--- src/rtl/lfsr_polys_pkg.sv ---
// Feedback polynomial tables for the Galois LFSR step.
// LFSR_8_POLYS: maximal-length 8-bit right-shift Galois masks.
package lfsr_polys_pkg;

  localparam logic [7:0] LFSR_8_POLYS [0:3] = '{
    8'hB8, 8'hB4, 8'hB2, 8'hE1
  };

endpackage

--- src/rtl/sc_sched_pkg.sv ---
// Shared types for the stochastic early-termination scheduler.
// Holds the FSM state enum and the default first checkpoint log2.
package sc_sched_pkg;

  typedef enum logic [1:0] {
    ST_IDLE,
    ST_RUN,
    ST_DONE
  } sched_state_e;

  localparam int ET_MIN_LOG_DEF = 2;

endpackage

--- src/rtl/lfsr_step.sv ---
// Combinational Galois LFSR step, DATA_WIDTH shifts per call.
// Ports: state_i current state, state_o advanced state.
module lfsr_step
  import lfsr_polys_pkg::*;
#(
  parameter int               WIDTH      = 8,
  parameter logic [WIDTH-1:0] POLY       = LFSR_8_POLYS[0],
  parameter int               DATA_WIDTH = 1
) (
  input  logic [WIDTH-1:0] state_i,
  output logic [WIDTH-1:0] state_o
);

  logic [WIDTH-1:0] s;

  always_comb begin
    s = state_i;
    for (int b = 0; b < DATA_WIDTH; b++) begin
      s = s[0] ? ((s >> 1) ^ POLY) : (s >> 1);
    end
    state_o = s;
  end

endmodule

--- src/rtl/sc_et_sched.sv ---
// Stochastic AND-product scheduler with early termination.
// Ports: in_valid/in_ready job handshake (bxs, et_en, et_tol),
// abort cancel, z_valid/z stream bit, out_valid/out_ready result
// handshake (result, out_len, out_early).
module sc_et_sched
  import sc_sched_pkg::*;
  import lfsr_polys_pkg::*;
#(
  parameter int               WIDTH       = 8,
  parameter int               NUM_INPUTS  = 2,
  parameter logic [WIDTH-1:0] LFSR_POLY   = LFSR_8_POLYS[0],
  parameter logic [WIDTH-1:0] START_STATE = WIDTH'(1),
  parameter int               ET_MIN_LOG  = ET_MIN_LOG_DEF
) (
  input  logic                        clk,
  input  logic                        rst,
  input  logic                        in_valid,
  output logic                        in_ready,
  input  logic [NUM_INPUTS*WIDTH-1:0] bxs,
  input  logic                        et_en,
  input  logic [WIDTH-1:0]            et_tol,
  input  logic                        abort,
  output logic                        z_valid,
  output logic                        z,
  output logic                        out_valid,
  input  logic                        out_ready,
  output logic [WIDTH-1:0]            result,
  output logic [WIDTH-1:0]            out_len,
  output logic                        out_early
);

  sched_state_e state_q, state_d;

  logic [NUM_INPUTS*WIDTH-1:0] bx_q, bx_d;
  logic                        et_q, et_d;
  logic [WIDTH-1:0]            tol_q, tol_d;
  logic [WIDTH-1:0]            lfsr_q, lfsr_d, lfsr_nx;
  logic [WIDTH-1:0]            cnt_q, cnt_d;
  logic [WIDTH-1:0]            n_q, n_d;
  logic [WIDTH-1:0]            prev_q, prev_d;
  logic [WIDTH-1:0]            res_q, res_d;
  logic [WIDTH-1:0]            len_q, len_d;
  logic                        early_q, early_d;
  logic                        ov_q, ov_d;

  logic [NUM_INPUTS-1:0] x;
  logic                  z_run;
  logic [WIDTH-1:0]      cnt_nx, n_nx;
  logic [WIDTH:0]        cnt_w, twice, adiff, sh;
  logic                  close, ckpt, et_hit, full;
  logic [WIDTH-1:0]      et_res;

  lfsr_step #(
    .WIDTH      (WIDTH),
    .POLY       (LFSR_POLY),
    .DATA_WIDTH (1)
  ) u_lfsr (
    .state_i (lfsr_q),
    .state_o (lfsr_nx)
  );

  always_comb begin
    x = '0;
    for (int i = 0; i < NUM_INPUTS; i++) begin
      x[i] = lfsr_nx < bx_q[i*WIDTH +: WIDTH];
    end
    z_run  = &x;
    cnt_nx = cnt_q + WIDTH'(z_run);
    n_nx   = n_q + WIDTH'(1);
  end

  // Projection check: doubling the half-length count should
  // land within tolerance of the current count.
  always_comb begin
    cnt_w = {1'b0, cnt_nx};
    twice = {prev_q, 1'b0};
    adiff = (cnt_w >= twice) ? cnt_w - twice : twice - cnt_w;
    close = adiff <= {1'b0, tol_q};
    full  = n_nx == '1;
  end

  always_comb begin
    ckpt   = 1'b0;
    et_hit = 1'b0;
    sh     = '0;
    for (int j = 0; j < WIDTH; j++) begin
      if (n_nx == (WIDTH'(1) << j)) begin
        if (j >= ET_MIN_LOG - 1) ckpt = 1'b1;
        if (j >= ET_MIN_LOG && et_q && close) begin
          et_hit = 1'b1;
          sh     = cnt_w << (WIDTH - j);
        end
      end
    end
    et_res = sh[WIDTH] ? '1 : sh[WIDTH-1:0];
  end

  always_comb begin
    state_d = state_q;
    bx_d    = bx_q;
    et_d    = et_q;
    tol_d   = tol_q;
    lfsr_d  = lfsr_q;
    cnt_d   = cnt_q;
    n_d     = n_q;
    prev_d  = prev_q;
    res_d   = res_q;
    len_d   = len_q;
    early_d = early_q;
    ov_d    = ov_q;
    unique case (state_q)
      ST_IDLE: begin
        if (in_valid) begin
          bx_d    = bxs;
          et_d    = et_en;
          tol_d   = et_tol;
          lfsr_d  = START_STATE;
          cnt_d   = '0;
          n_d     = '0;
          prev_d  = '0;
          state_d = ST_RUN;
        end
      end
      ST_RUN: begin
        if (abort) begin
          lfsr_d  = START_STATE;
          cnt_d   = '0;
          n_d     = '0;
          prev_d  = '0;
          state_d = ST_IDLE;
        end else begin
          lfsr_d = lfsr_nx;
          cnt_d  = cnt_nx;
          n_d    = n_nx;
          if (ckpt) prev_d = cnt_nx;
          if (et_hit || full) begin
            res_d   = et_hit ? et_res : cnt_nx;
            len_d   = n_nx;
            early_d = et_hit;
            ov_d    = 1'b1;
            state_d = ST_DONE;
          end
        end
      end
      ST_DONE: begin
        if (out_ready) begin
          ov_d    = 1'b0;
          state_d = ST_IDLE;
        end
      end
      default: state_d = ST_IDLE;
    endcase
  end

  always_ff @(posedge clk or posedge rst) begin
    if (rst) begin
      state_q <= ST_IDLE;
      bx_q    <= '0;
      et_q    <= 1'b0;
      tol_q   <= '0;
      lfsr_q  <= START_STATE;
      cnt_q   <= '0;
      n_q     <= '0;
      prev_q  <= '0;
      res_q   <= '0;
      len_q   <= '0;
      early_q <= 1'b0;
      ov_q    <= 1'b0;
    end else begin
      state_q <= state_d;
      bx_q    <= bx_d;
      et_q    <= et_d;
      tol_q   <= tol_d;
      lfsr_q  <= lfsr_d;
      cnt_q   <= cnt_d;
      n_q     <= n_d;
      prev_q  <= prev_d;
      res_q   <= res_d;
      len_q   <= len_d;
      early_q <= early_d;
      ov_q    <= ov_d;
    end
  end

  assign in_ready  = state_q == ST_IDLE;
  assign z_valid   = state_q == ST_RUN;
  assign z         = z_valid & z_run;
  assign out_valid = ov_q;
  assign result    = res_q;
  assign out_len   = len_q;
  assign out_early = early_q;

endmodule
--- config.mk ---
export PLATFORM = sky130hd
export DESIGN_NAME = sc_et_sched
export DESIGN_NICKNAME = d
export VERILOG_FILES = /design/src/rtl/lfsr_polys_pkg.sv /design/src/rtl/sc_sched_pkg.sv /design/src/rtl/lfsr_step.sv /design/src/rtl/sc_et_sched.sv
export SDC_FILE = /design/constraint.sdc
export NUM_CORES = 1
export LEC_CHECK = 0
export CAP_MARGIN = 25
export CORE_MARGIN = 2
export CORE_UTILIZATION = 50
export DETAILED_ROUTE_END_ITERATION = 16
export MAX_ROUTING_LAYER = met4
export PLACE_DENSITY = 0.82
export SYNTH_ARGS = -nofsm -noshare
export SYNTH_HDL_FRONTEND = slang
export SYNTH_SLANG_ARGS = --single-unit
--- constraint.sdc ---
create_clock -name clk -period 9.5 [get_ports clk]
set_input_delay 1.9 -clock clk [delete_from_list [all_inputs] [get_ports clk]]
set_output_delay 1.9 -clock clk [all_outputs]
set_load 0.01 [all_outputs]
# == After elaboration in Yosys (flattened, before gate mapping) ==
# Cells that the tools add are included.
# word_totals
regBits,77
latchBits,0
ram_bits,0
rom_bits,0
inputBits,30
mem_count,0
# op_classes
n_addsub,4
multipliers,0
div_mod_pow,0
order_cmp,4
n_eq_ne,16
n_shift,0
n_mux,55
bitwise_logic,3
n_reduce_logical,12
# ops
op,count
$mux 9,13
$mux 8,10
$pmux 8 s2,4
$mux 1,22
$eq 8x8->1 const B,2
$lt 8x8->1,2
$ge 8x9->1,1
$le 9x8->1,1
$reduce_and 3->1,3
$sub 8x9->9,1
$sub 9x8->9,1
$add 8x1->8,1
$add 8x1->8 const B,1
$eq 8x2->1 const B,1
$eq 8x3->1 const B,1
$eq 8x4->1 const B,1
$eq 8x5->1 const B,1
$eq 8x6->1 const B,1
$eq 8x7->1 const B,1
$mux 2,4
$ne 2x2->1 const B,3
$ne 3x2->1 const B,2
$pmux 2 s3,1
$reduce_and 2->1,3
other kinds (12),13

# == Logic depth before layout (Yosys ltp) ==
# Gate-level depths: netlist (run 1).
# depth
ltp_word,25
depth_mapped,35
ltp_nobuf,33

# == By module ==
# Synthesis (run 1) repeated with hierarchy kept, for this count alone.
# hier_totals
hier_cells,561
hier_area_um2,5221.3
# by_module_without_submodules
mod,instances,cells_each,area_each_um2,seq_area_each_um2
sc_et_sched,1,553,5157.4,1928.1
lfsr_step,1,8,63.8,0.0

# == Least setup slack after synthesis (run 1) ==
# OpenSTA, ideal clock, no wires.
# synth_timing
path_type,reg-to-reg
start,register lfsr_q[0]
end,register res_q[1] (netlist: result[1])
setup_ns,0.122
arrival_ns,5.725
required_time_ns,9.378
path_slack_ns,3.654
path_stages_with_launch,30
cell_sequence,dfstp_2 xor2_1 ha_1 a21oi_1 nor2b_1 o21ai_0 a21oi_1 nor2_1 ha_1 ha_1 xnor2_1 inv_1 ha_1 a21bo_2 a211o_1 o2bb2ai_2 o31ai_1 o21ai_0 a21oi_1 xnor2_1 ha_1 nand4_1 a21oi_1 o31ai_1 and4_1 nand2_1 a21o_1 buf_6 buf_6 a32o_1
# synth_between
elab_chain_len,22
elab_cells_between_ends,39
# synth_lines
item,line,text
"start, declared",sc_et_sched.sv:37,"logic [WIDTH-1:0] lfsr_q, lfsr_d, lfsr_nx;"
"start signal, assigned",sc_et_sched.sv:174,lfsr_q <= lfsr_d;
$mux 8 *,lfsr_step.sv:19,s = s[0] ? ((s >> 1) ^ POLY) : (s >> 1);
$lt 8x8->1,sc_et_sched.sv:65,x[i] = lfsr_nx < bx_q[i*WIDTH +: WIDTH];
$reduce_and 2->1 *,sc_et_sched.sv:67,z_run = &x;
$add 8x1->8 *,sc_et_sched.sv:68,cnt_nx = cnt_q + WIDTH'(z_run);
$sub 9x8->9 (tied with other cells),sc_et_sched.sv:77,adiff = (cnt_w >= twice) ? cnt_w - twice : twice - cnt_w;
$mux 9,sc_et_sched.sv:77,
$le 9x8->1,sc_et_sched.sv:78,"close = adiff <= {1'b0, tol_q};"
$logic_and 1x1->1,sc_et_sched.sv:89,if (j >= ET_MIN_LOG && et_q && close) begin
(+6 left out),-,
$mux 9 or $mux 1 (tied branches),sc_et_sched.sv:89,
$mux 9 or $mux 1 (tied branches),sc_et_sched.sv:87,if (n_nx == (WIDTH'(1) << j)) begin
$mux 9 or $mux 1 (tied branches),sc_et_sched.sv:89,
$mux 9 or $mux 1 (tied branches),sc_et_sched.sv:87,
$mux 9 or $mux 1 (tied branches),sc_et_sched.sv:89,
$mux 9 or $mux 1 (tied branches),sc_et_sched.sv:87,
$mux 8 or $logic_or 1x1->1 (tied branches),"sc_et_sched.sv:95, sc_et_sched.sv:136",
$mux 8 or $reduce_and 3->1 (tied branches),-,
"end signal, assigned",sc_et_sched.sv:178,res_q <= res_d;
"end, declared",sc_et_sched.sv:41,"logic [WIDTH-1:0] res_q, res_d;"
# Every way passes the cells marked *; elsewhere a longest branch is shown, timed or not.
# A chain may end at the register's enable or synchronous reset.

# == Final worst setup path (run 1) ==
# layout_timing
start,register lfsr_q[0]
end,register len_q[2] (netlist: out_len[2])
# layout_between
elab_chain_len,22
elab_cells_between_ends,25
# layout_lines
item,line,text
$mux 8 *,lfsr_step.sv:19,
$lt 8x8->1,sc_et_sched.sv:65,
$reduce_and 2->1 *,sc_et_sched.sv:67,
$add 8x1->8 *,sc_et_sched.sv:68,
$sub 9x8->9 (tied with other cells),sc_et_sched.sv:77,
$mux 9 *,sc_et_sched.sv:77,
$le 9x8->1 *,sc_et_sched.sv:78,
$logic_and 1x1->1 *,sc_et_sched.sv:89,
(+6 left out),-,
$mux 1,sc_et_sched.sv:89,
$mux 1,sc_et_sched.sv:87,
$mux 1,sc_et_sched.sv:89,
$mux 1,sc_et_sched.sv:87,
$mux 1,sc_et_sched.sv:89,
$mux 1 *,sc_et_sched.sv:87,
$logic_or 1x1->1 *,sc_et_sched.sv:136,if (et_hit || full) begin
$reduce_and 3->1 (no line) *,-,
"end signal, assigned",sc_et_sched.sv:179,len_q <= len_d;
"end, declared",sc_et_sched.sv:42,"logic [WIDTH-1:0] len_q, len_d;"
# Marked as above.

==> impl_metrics.json, run 1 <==
{
  "gp_congestion": 0.907,
  "syn2layout_area_growth_pct": 14.8,
  "sequentialPowerShare_pct": 40.9,
  "synthAdderAreaFrac_pct": 11.1,
  "synth_enable_flop_cells": 0,
  "portBuffers": 50,
  "synthDistinctLibCells": 65,
  "postRouteAntennaNets": 0,
  "dp_cells": 704,
  "coreArea_mm2": 0.00982,
  "synth_top_area_share_pct": 37.3,
  "dr.pass1.iters": 8,
  "max_clock_freq_mhz": 136,
  "slew_headroom_pct": 55.0,
  "grt_pass1_vias": 4160,
  "synth_area_leaders": "dfrtp_1 37%, ha_1 10%, o21ai_0 5.3%",
  "first_iter_violations": 294,
  "vias": 4229,
  "regToRegSetupSlack_ps": 2170,
  "clk_latency_ps": 360,
  "die_w_um": 105,
  "synth_top_family_by_area": "compound AO/OA/AOI/OAI gates",
  "setup_violations": 0,
  "syn-instance-count": 544,
  "io_pins": 51,
  "die_h_um": 105,
  "swShare_pct": 36.4,
  "syn_nets": 618,
  "clock_path_buffers": 2,
  "hold_path.class": "flop to flop",
  "cp.arrival_ps": 7580,
  "cts_resized": 0,
  "synthMuxAreaShare_pct": 5.35,
  "drcViolationCount": 0,
  "clkSlewWorstSetupHoldPaths_ps": 90,
  "synth_compound_area_share_pct": 21.4,
  "clock-sinks": 77,
  "synth_common_cells": "76 x dfrtp_1, 54 x o21ai_0, 53 x inv_1",
  "powerDensity_mw_per_mm2": 159,
  "synth_xor_area_share_pct": 3.95,
  "synth_simple_gate_area_share_pct": 13.3,
  "grt_max_degree": 78,
  "grt.total_usage_pct": 23.6,
  "clock_power_share_pct": 25.2,
  "power_uw": 933,
  "seq_area_frac_synth_pct": 37.8,
  "p_switching_uw": 340,
  "synthArstFlopShare_pct": 100,
  "synth.most_common_cell": "dfrtp_1",
  "wire_per_inst_um": 17.0,
  "antenna_found_initial": 0,
  "vias_per_cell": 5.87,
  "cp_data_required_time_ps": 9750,
  "finalHoldViolations": 0,
  "rows": 36,
  "finalSetupTns_ps": 0,
  "routed_wl_um": 12300,
  "crit_fanout": 18,
  "fin_util_pct": 59.6,
  "ir_worst_vdd_mv": 0.0893,
  "p_leak_uw": 0.00272,
  "synth_area_leader_cell": "dfrtp_1",
  "finClkSkew_ps": 10.6,
  "holdWs_ps": 498,
  "drive_above_1_share_pct": 7.31,
  "synth_seq_cells": 77,
  "synth_flop_cell": "dfrtp_1",
  "finalMaxSlewViolations": 0,
  "avgSynthCellArea_um2": 9.37,
  "post-cts-setup-buffers": 0,
  "fin_crit_ps": 7330,
  "cap_viol_max_count": 0,
  "dpl.hpwl_um": 8950,
  "worstSetupStartpointType": "flop",
  "htreeDepth": 3,
  "cts_hold_buffers": 0,
  "cp-end-kind": "flop",
  "grt_pass1_wl_um": 20600,
  "rsz0062_at_grt": "false",
  "synth_area_mm2": 0.00510,
  "dieArea_mm2": 0.0110,
  "cts_buffers": 9,
  "nets": 657,
  "start_util_pct": 51.9,
  "root_buffer": "clkbuf_8",
  "yosysWarnings": 0,
  "outcome": "completed",
  "cts_tree": "built",
  "comb_power_share_pct": 33.9,
  "antennaDiodeCount": 0,
  "fin_cells": 721,
  "intPower_uw": 593,
  "grt-ovfl-total": 0,
  "fin_crit_sh_pct": 77.2,
  "criticalPathCategory": "flop to flop",
  "tightest_slew_ps": 675
}
==> per-layer routing <==
layer	share of wire [%]	wire, µm	up-vias	GRT usage (%)
li1	-	-	2012	-
met1	45	5470	2048	30.8
met2	47	5820	146	38.2
met3	6.1	748	23	4.55
met4	1.8	223	0	5.62
met5	0	0	-	-
==> stage by stage <==
step | worst slack (ps) | area [µm²]
after global routing | 1670 | 5850
after global placement | 2440 | 5640
after floorplan | 3650 | 5100
final | 2170 | 5850
after detailed placement | 2270 | 5640
after CTS | 2180 | 5830
==> final timing paths <==
check / from / end / depth (start not counted)
max: lfsr_q[0] / out_len[2] / 27
min: cnt_q[0] / cnt_q[0] / 1
max reg2reg: lfsr_q[0] / out_len[2] / 27
min reg2reg: cnt_q[0] / cnt_q[0] / 1
max in group asynchronous: rst / lfsr_q[0] / 4
min in group asynchronous: rst / bx_q[12] / 3
==> flip-flops by register name, indices dropped and copies added, names as in the netlist <==
name       cells
out_valid      1
state_q        2
out_early      1
bx_q          16
lfsr_q         8
n_q            8
result         8
out_len        8
cnt_q          8
et_q           1
prev_q         8
tol_q          8
==> power by group through the flow <==
| stage | clock network, µW | registers, µW | logic [µW] |
|---|---|---|---|
| after floorplan | 0 | 379 | 226 |
| after global placement | 0 | 386 | 302 |
| after detailed placement | 0 | 388 | 313 |
| after CTS | 241 | 382 | 316 |
| after global routing | 253 | 386 | 357 |
| final | 235 | 382 | 316 |
==> critical path, cell delays in order (launching register included) <==
cell       delay (ps)
dfstp_2           610
xor2_1            250
ha_1              200
a21oi_1            50
nor2b_1           140
o21ai_0            90
a21oi_1           180
nor2_1             80
ha_1              220
ha_1              220
xnor2_1           530
inv_1             310
ha_1              430
a21bo_2           230
a211o_1           300
o2bb2ai_2         230
o31ai_1           370
o21ai_0           140
a21oi_1           180
xnor2_1           130
ha_1              270
nand4_1           140
a21oi_1            60
o31ai_1           390
and4_1            340
nand2_1           230
a21o_1            470
mux2_1            420
==> kinds of logic after synthesis <==
group                      Yosys count
xor gates and xnor gates            23
muxes                               25
AOI/OAI and AO/OA                  162
and+or+nand+nor                    131
adders and majority gates           44
DFF                                 77
buffers and inverters               82
==> cell type report <==
cell class,instances,area [µm²]
timing repair buffer,56,566
tap,133,166
clock buffer,9,124
clock inverter,7,57.6
sequential,77,1930
fill,880,3970
multi-input combinational,385,2810
inverter,54,203
==> layout by cell type (no fill, tap or decap), types with 3 or more instances in the layout <==
master           synthesis  routed
xnor2_1                 15      15
o2111ai_1                4       4
ha_1                    42      42
inv_1                   53      52
a32o_1                   7       7
a21o_1                  15      15
nor2b_1                  6       6
dfrtp_1                 76      76
nor3_2                   3       3
a211o_1                  4       4
o21ai_1                  5       5
a22o_1                   9       9
clkbuf_8                 0       9
o21ai_0                 54      54
nand2_1                 43      43
o31ai_1                  6       6
mux2_1                  12      12
and3_1                   3       3
mux2i_1                  7       7
o21bai_1                 3       3
xor2_1                   8       8
o22ai_1                  3       3
nand4_1                  8       8
buf_4                    4       5
a22oi_1                  7       7
nor4_1                   3       3
a211oi_1                 4       4
a21bo_2                  3       3
mux2_2                   6       6
nand3_1                 11      11
a31oi_1                  4       4
nor2_1                  30      30
a21oi_1                 19      19
clkdlybuf4s50_1          0      50
nand2b_1                 5       5
(Power assumes the default switching activity.)
==> inputs of run 2 (changes only) <==
Clock period 9.5 ns to 7.1 ns, I/O delays scaled along.
==> run 2 against run 1 <==
Effect of this change:
- die area is the same
- clock power grew 55%
- wire length grew 4.3%
- worst hold slack is essentially flat
- count of clock-buffer cells in the layout grew 2
- fmax grew 11%
- non-clock buffer count grew 5
- total power grew 41%
- global-route usage grew 1.3 points
- highest routed layer unchanged
==> impl_metrics.json, run 2 (same netlist as run 1, synthesis figures left out) <==
{
  "dr.pass1.iters": 6,
  "max_flop_register": "bx_q",
  "critical_path_depth": 28,
  "finClkSkew_ps": 5.89,
  "criticalPathCategory": "flop to flop",
  "cp_data_required_time_ps": 7350,
  "cp_slowest_cell": "dfstp_2",
  "powerDensity_mw_per_mm2": 220,
  "portBuffers": 50,
  "die_w_um": 105,
  "rr_endpoint": "out_len[2]",
  "antennaDiodeCount": 0,
  "clk_latency_ps": 370,
  "endpoint": "out_len[2]",
  "pre_cts_slack_ps": 13.6,
  "io_pins": 51,
  "globalRoute.busiestLayer": "met2",
  "multi_input_area_mm2": 0.00287,
  "final_common_cell": "dfrtp_1",
  "cp-end-kind": "flop",
  "crit_top_cell": "ha_1",
  "p_switching_uw": 442,
  "setup_violations": 0,
  "drcViolationCount": 0,
  "drive_above_1_share_pct": 9.63,
  "finalMaxSlewViolations": 0,
  "clkSlewWorstSetupHoldPaths_ps": 70,
  "fin_ws_ps": 496,
  "sequentialPowerShare_pct": 38.8,
  "ir_worst_vdd_mv": 0.107,
  "fin_crit_sh_pct": 93.0,
  "dieArea_mm2": 0.0110,
  "cts_hold_buffers": 0,
  "comb_power_share_pct": 33.6,
  "grt_pass1_vias": 4372,
  "slew_headroom_pct": 51.7,
  "grt_pass1_wl_um": 21500,
  "dp_cells": 709,
  "finalSetupTns_ps": 0,
  "finalHoldViolations": 0,
  "htreeDepth": 3,
  "start_util_pct": 51.9,
  "cap_viol_max_count": 0,
  "r2r_cells": 28,
  "grt_max_degree": 78,
  "critPathBufInv": 1,
  "max_clock_freq_mhz": 151,
  "crit_fanout": 18,
  "use_met3_pct": 5.18,
  "tightest_slew_ps": 723,
  "antenna_found_initial": 0,
  "fin_area_mm2": 0.00599,
  "cts_buffers": 9,
  "grtUsageMet2_pct": 39.8,
  "grt-ovfl-total": 0,
  "vias_per_cell": 5.94,
  "root_buffer": "clkbuf_8",
  "cp-startpoint": "lfsr_q[0]",
  "nFillCells": 860,
  "cp.arrival_ps": 6850,
  "intPower_uw": 878,
  "holdWs_ps": 497,
  "die_h_um": 105,
  "critPathTopFamily": "compound AO/OA/AOI/OAI gates",
  "postRouteAntennaNets": 0,
  "dpl.hpwl_um": 9190,
  "clock-sinks": 77,
  "reg2reg_from": "lfsr_q[0]",
  "vias": 4306,
  "seq_area_mm2": 0.00193,
  "post-cts-setup-buffers": 0,
  "grt.total_usage_pct": 24.9,
  "grt_use_met1_pct": 31.3,
  "layout_common_cells": "76 x dfrtp_1, 54 x o21ai_0, 52 x inv_1",
  "outcome": "completed",
  "largest_register_ffs": 16,
  "place_area_mm2": 0.00568,
  "critPathMaxStageDelay_ps": 630,
  "regToRegSetupSlack_ps": 500,
  "coreArea_mm2": 0.00982,
  "nets": 662,
  "rows": 36,
  "swShare_pct": 33.5,
  "gp_congestion": 0.912,
  "worstSetupStartpointType": "flop",
  "wire_per_inst_um": 17.6,
  "syn2layout_area_growth_pct": 17.4,
  "cts_tree": "built",
  "clock_path_buffers": 2,
  "clock_power_share_pct": 27.6,
  "routed_wl_um": 12800,
  "fin_crit_ps": 6600,
  "p_leak_uw": 0.00278,
  "hold_path.class": "flop to flop",
  "fin_cells": 725,
  "first_iter_violations": 231
}
-- run 2: metal layers --
| metal | up-vias | share of wire (%) |
|---|---|---|
| met5 | - | 0 |
| met4 | 0 | 2.2 |
| met3 | 28 | 5.2 |
| met2 | 153 | 49 |
| met1 | 2104 | 44 |
| li1 | 2021 | - |
-- run 2: power groups by stage --
stage                     sequential (µW)  clock [µW]  combinational [µW]
final                                 512         365                 443
after CTS                             511         372                 428
after global routing                  517         390                 498
after global placement                517           0                 402
after detailed placement              520           0                 426
after floorplan                       507           0                 303
-- run 2: worst min-delay path by stage --
stage	start	endpoint	slack [ps]	depth (start not counted)
3_5_place_dp	out_len[2]	out_len[2]	480	1
5_1_grt	out_len[5]	out_len[5]	530	1
3_3_place_gp	cnt_q[0]	cnt_q[0]	470	1
2_1_floorplan	cnt_q[0]	cnt_q[0]	460	1
6_report	out_len[2]	out_len[2]	500	1
4_1_cts	out_len[2]	out_len[2]	510	1
-- run 2: layout make-up --
| type | instances | area share (%) |
|---|---|---|
| Timing Repair Buffer | 61 | 10.1 |
| Clock buffer | 11 | 2.36 |
| Inverter | 54 | 3.38 |
| Multi-Input combinational cell | 385 | 48.0 |
| Tap cell | 133 | 2.78 |
| Clock inverter | 4 | 1.21 |
| Sequential cell | 77 | 32.2 |
-- run 2: metrics by stage --
stage               utilization (%)  total power [µW]
CTS                            60.1              1310
global route                   61.0              1400
finish                         61.0              1320
global placement               57.9               919
floorplan                         -               810
detailed placement             57.9               945
-- run 2: timing repair --
item / CTS / global route
resized for setup: 1 / 13
pin swaps: 0 / 0
setup endpoints to repair: 5 / 20
==> inputs of run 3 (changes only) <==
Clock period 7.1 ns to 7.3 ns, I/O delays scaled along.
==> run 3 against run 2 <==
Effect of this change:
- total power shrank 4.4%
- count of clock-buffer cells in the layout fell by 2
- clock power is 5.5% lower
- wire length down 2.5%
- non-clock buffer count shrank 1
- critical path depth is 1 higher
- flip-flop and latch count stayed put
- combinational power is 5.4% lower
- via count is 0.16% lower
- sequential power fell by 3%
==> impl_metrics.json, run 3 (same netlist as run 1, synthesis figures left out) <==
{
  "outcome": "completed",
  "antenna_found_initial": 0,
  "finalSetupTns_ps": 0,
  "clock_path_buffers": 2,
  "hold_path.class": "flop to flop",
  "cts_buffers": 9,
  "vias_per_cell": 5.93,
  "seq_area_mm2": 0.00193,
  "clock-sinks": 77,
  "fin_ws_ps": 621,
  "finalMaxSlewViolations": 0,
  "post-cts-setup-buffers": 0,
  "routed_wl_um": 12500,
  "dieArea_mm2": 0.0110,
  "die_h_um": 105,
  "grt-ovfl-total": 0,
  "htreeDepth": 3,
  "coreArea_mm2": 0.00982,
  "cp.arrival_ps": 6930,
  "nets": 661,
  "root_buffer": "clkbuf_8",
  "largest_register_ffs": 16,
  "fin_crit_ps": 6680,
  "cp_data_required_time_ps": 7550,
  "dp_cells": 708,
  "fin_cells": 725,
  "clkSlewWorstSetupHoldPaths_ps": 100,
  "io_pins": 51,
  "clk_latency_ps": 370,
  "syn2layout_area_growth_pct": 16.4,
  "postRouteAntennaNets": 0,
  "cp-end-kind": "flop",
  "ir_worst_vdd_mv": 0.108,
  "cts_tree": "built",
  "rsz0062_at_grt": "false",
  "r2r_cells": 29,
  "drive_above_1_share_pct": 8.78,
  "worstSetupStartpointType": "flop",
  "start_util_pct": 51.9,
  "multi_input_area_mm2": 0.00284,
  "crit_fanout": 18,
  "max_flop_register": "bx_q",
  "grt_max_degree": 78,
  "rows": 36,
  "gp_congestion": 0.908,
  "grt_pass1_wl_um": 21000,
  "die_w_um": 105,
  "holdWs_ps": 508,
  "antennaDiodeCount": 0,
  "tightest_slew_ps": 781,
  "grt.total_usage_pct": 24.1,
  "crit_top_cell": "ha_1",
  "p_leak_uw": 0.00276,
  "critPathMaxStageDelay_ps": 610,
  "final_common_cell": "dfrtp_1",
  "max_clock_freq_mhz": 150,
  "drcViolationCount": 0,
  "setup_violations": 0,
  "wire_per_inst_um": 17.2,
  "cp_slowest_cell": "dfstp_2",
  "dr.pass1.iters": 5,
  "dpl.hpwl_um": 9170,
  "layout_common_cells": "76 x dfrtp_1, 54 x o21ai_0, 52 x inv_1",
  "portBuffers": 50,
  "holdPathStages": 1,
  "place_area_mm2": 0.00567,
  "fin_crit_sh_pct": 91.5,
  "powerDensity_mw_per_mm2": 213,
  "finClkSkew_ps": 21.5,
  "finalHoldViolations": 0,
  "slew_headroom_pct": 47.8,
  "first_iter_violations": 255,
  "cap_viol_max_count": 0,
  "pre_cts_slack_ps": 275,
  "nFillCells": 886,
  "grt_pass1_vias": 4287,
  "fin_area_mm2": 0.00593,
  "vias": 4299,
  "criticalPathCategory": "flop to flop"
}
-- run 3: cell count changes in the layout (fill, tap and decap cells not counted), sizes merged --
cell,before,now
buf,11,10
bufinv,2,1
inv,54,58
clkbuf,11,9
-- run 3: final timing paths --
check                            from         end  slack (ps)
max                         lfsr_q[0]  out_len[2]         620
min                        out_len[0]  out_len[0]         510
max reg2reg                 lfsr_q[0]  out_len[2]         620
min reg2reg                out_len[0]  out_len[0]         510
max in group asynchronous         rst   lfsr_q[0]        5360
min in group asynchronous         rst   lfsr_q[5]        1350
-- run 3: metrics by stage --
| stage | util [%] | power [µW] |
|---|---|---|
| finish | 60.4 | 1260 |
| global route | 60.4 | 1340 |
| CTS | 59.9 | 1260 |
| detailed placement | 57.8 | 915 |
| global placement | 57.8 | 893 |
| floorplan | - | 788 |
-- run 3: routing by layer --
metal  global-route usage, %  vias to the layer above  share of wire (%)
met3                    4.62                       21                5.5
li1                        -                     2018                  -
met1                    31.0                     2100                 44
met5                       -                        -                  0
met4                    6.95                        0                1.8
met2                    38.9                      160                 49
-- run 3: cell type report --
cell class | instances | share of cell area [%]
Tap cell | 133 | 2.80
Clock inverter | 7 | 1.35
Clock buffer | 9 | 2.09
Timing Repair Buffer | 60 | 10.0
Multi-Input combinational cell | 385 | 47.8
Inverter | 54 | 3.42
Sequential cell | 77 | 32.5
-- run 3: timing repair --
item / 4_1_cts / 5_1_grt
gates resized for setup: 0 / 6
hold buffers: 0 / 0
setup endpoints to repair: 0 / 18
-- run 3: power breakdown --
group | leakage, µW | total, µW | switching (µW) | internal [µW]
logic | 0.00166 | 419 | 239 | 180
registers | 0.000998 | 496 | 28.3 | 468
clock network | 0.000103 | 345 | 182 | 163
total | 0.00276 | 1260 | 449 | 812
-- run 3: critical path: cells and delay by family (launching register included) --
family	cells	cell delay, ps
DFF	1	610
and+or+nand+nor	7	1040
adders and majority gates	5	1380
muxes	1	370
buffers and inverters	1	140
AOI/OAI and AO/OA	12	2350
xor gates and xnor gates	3	690
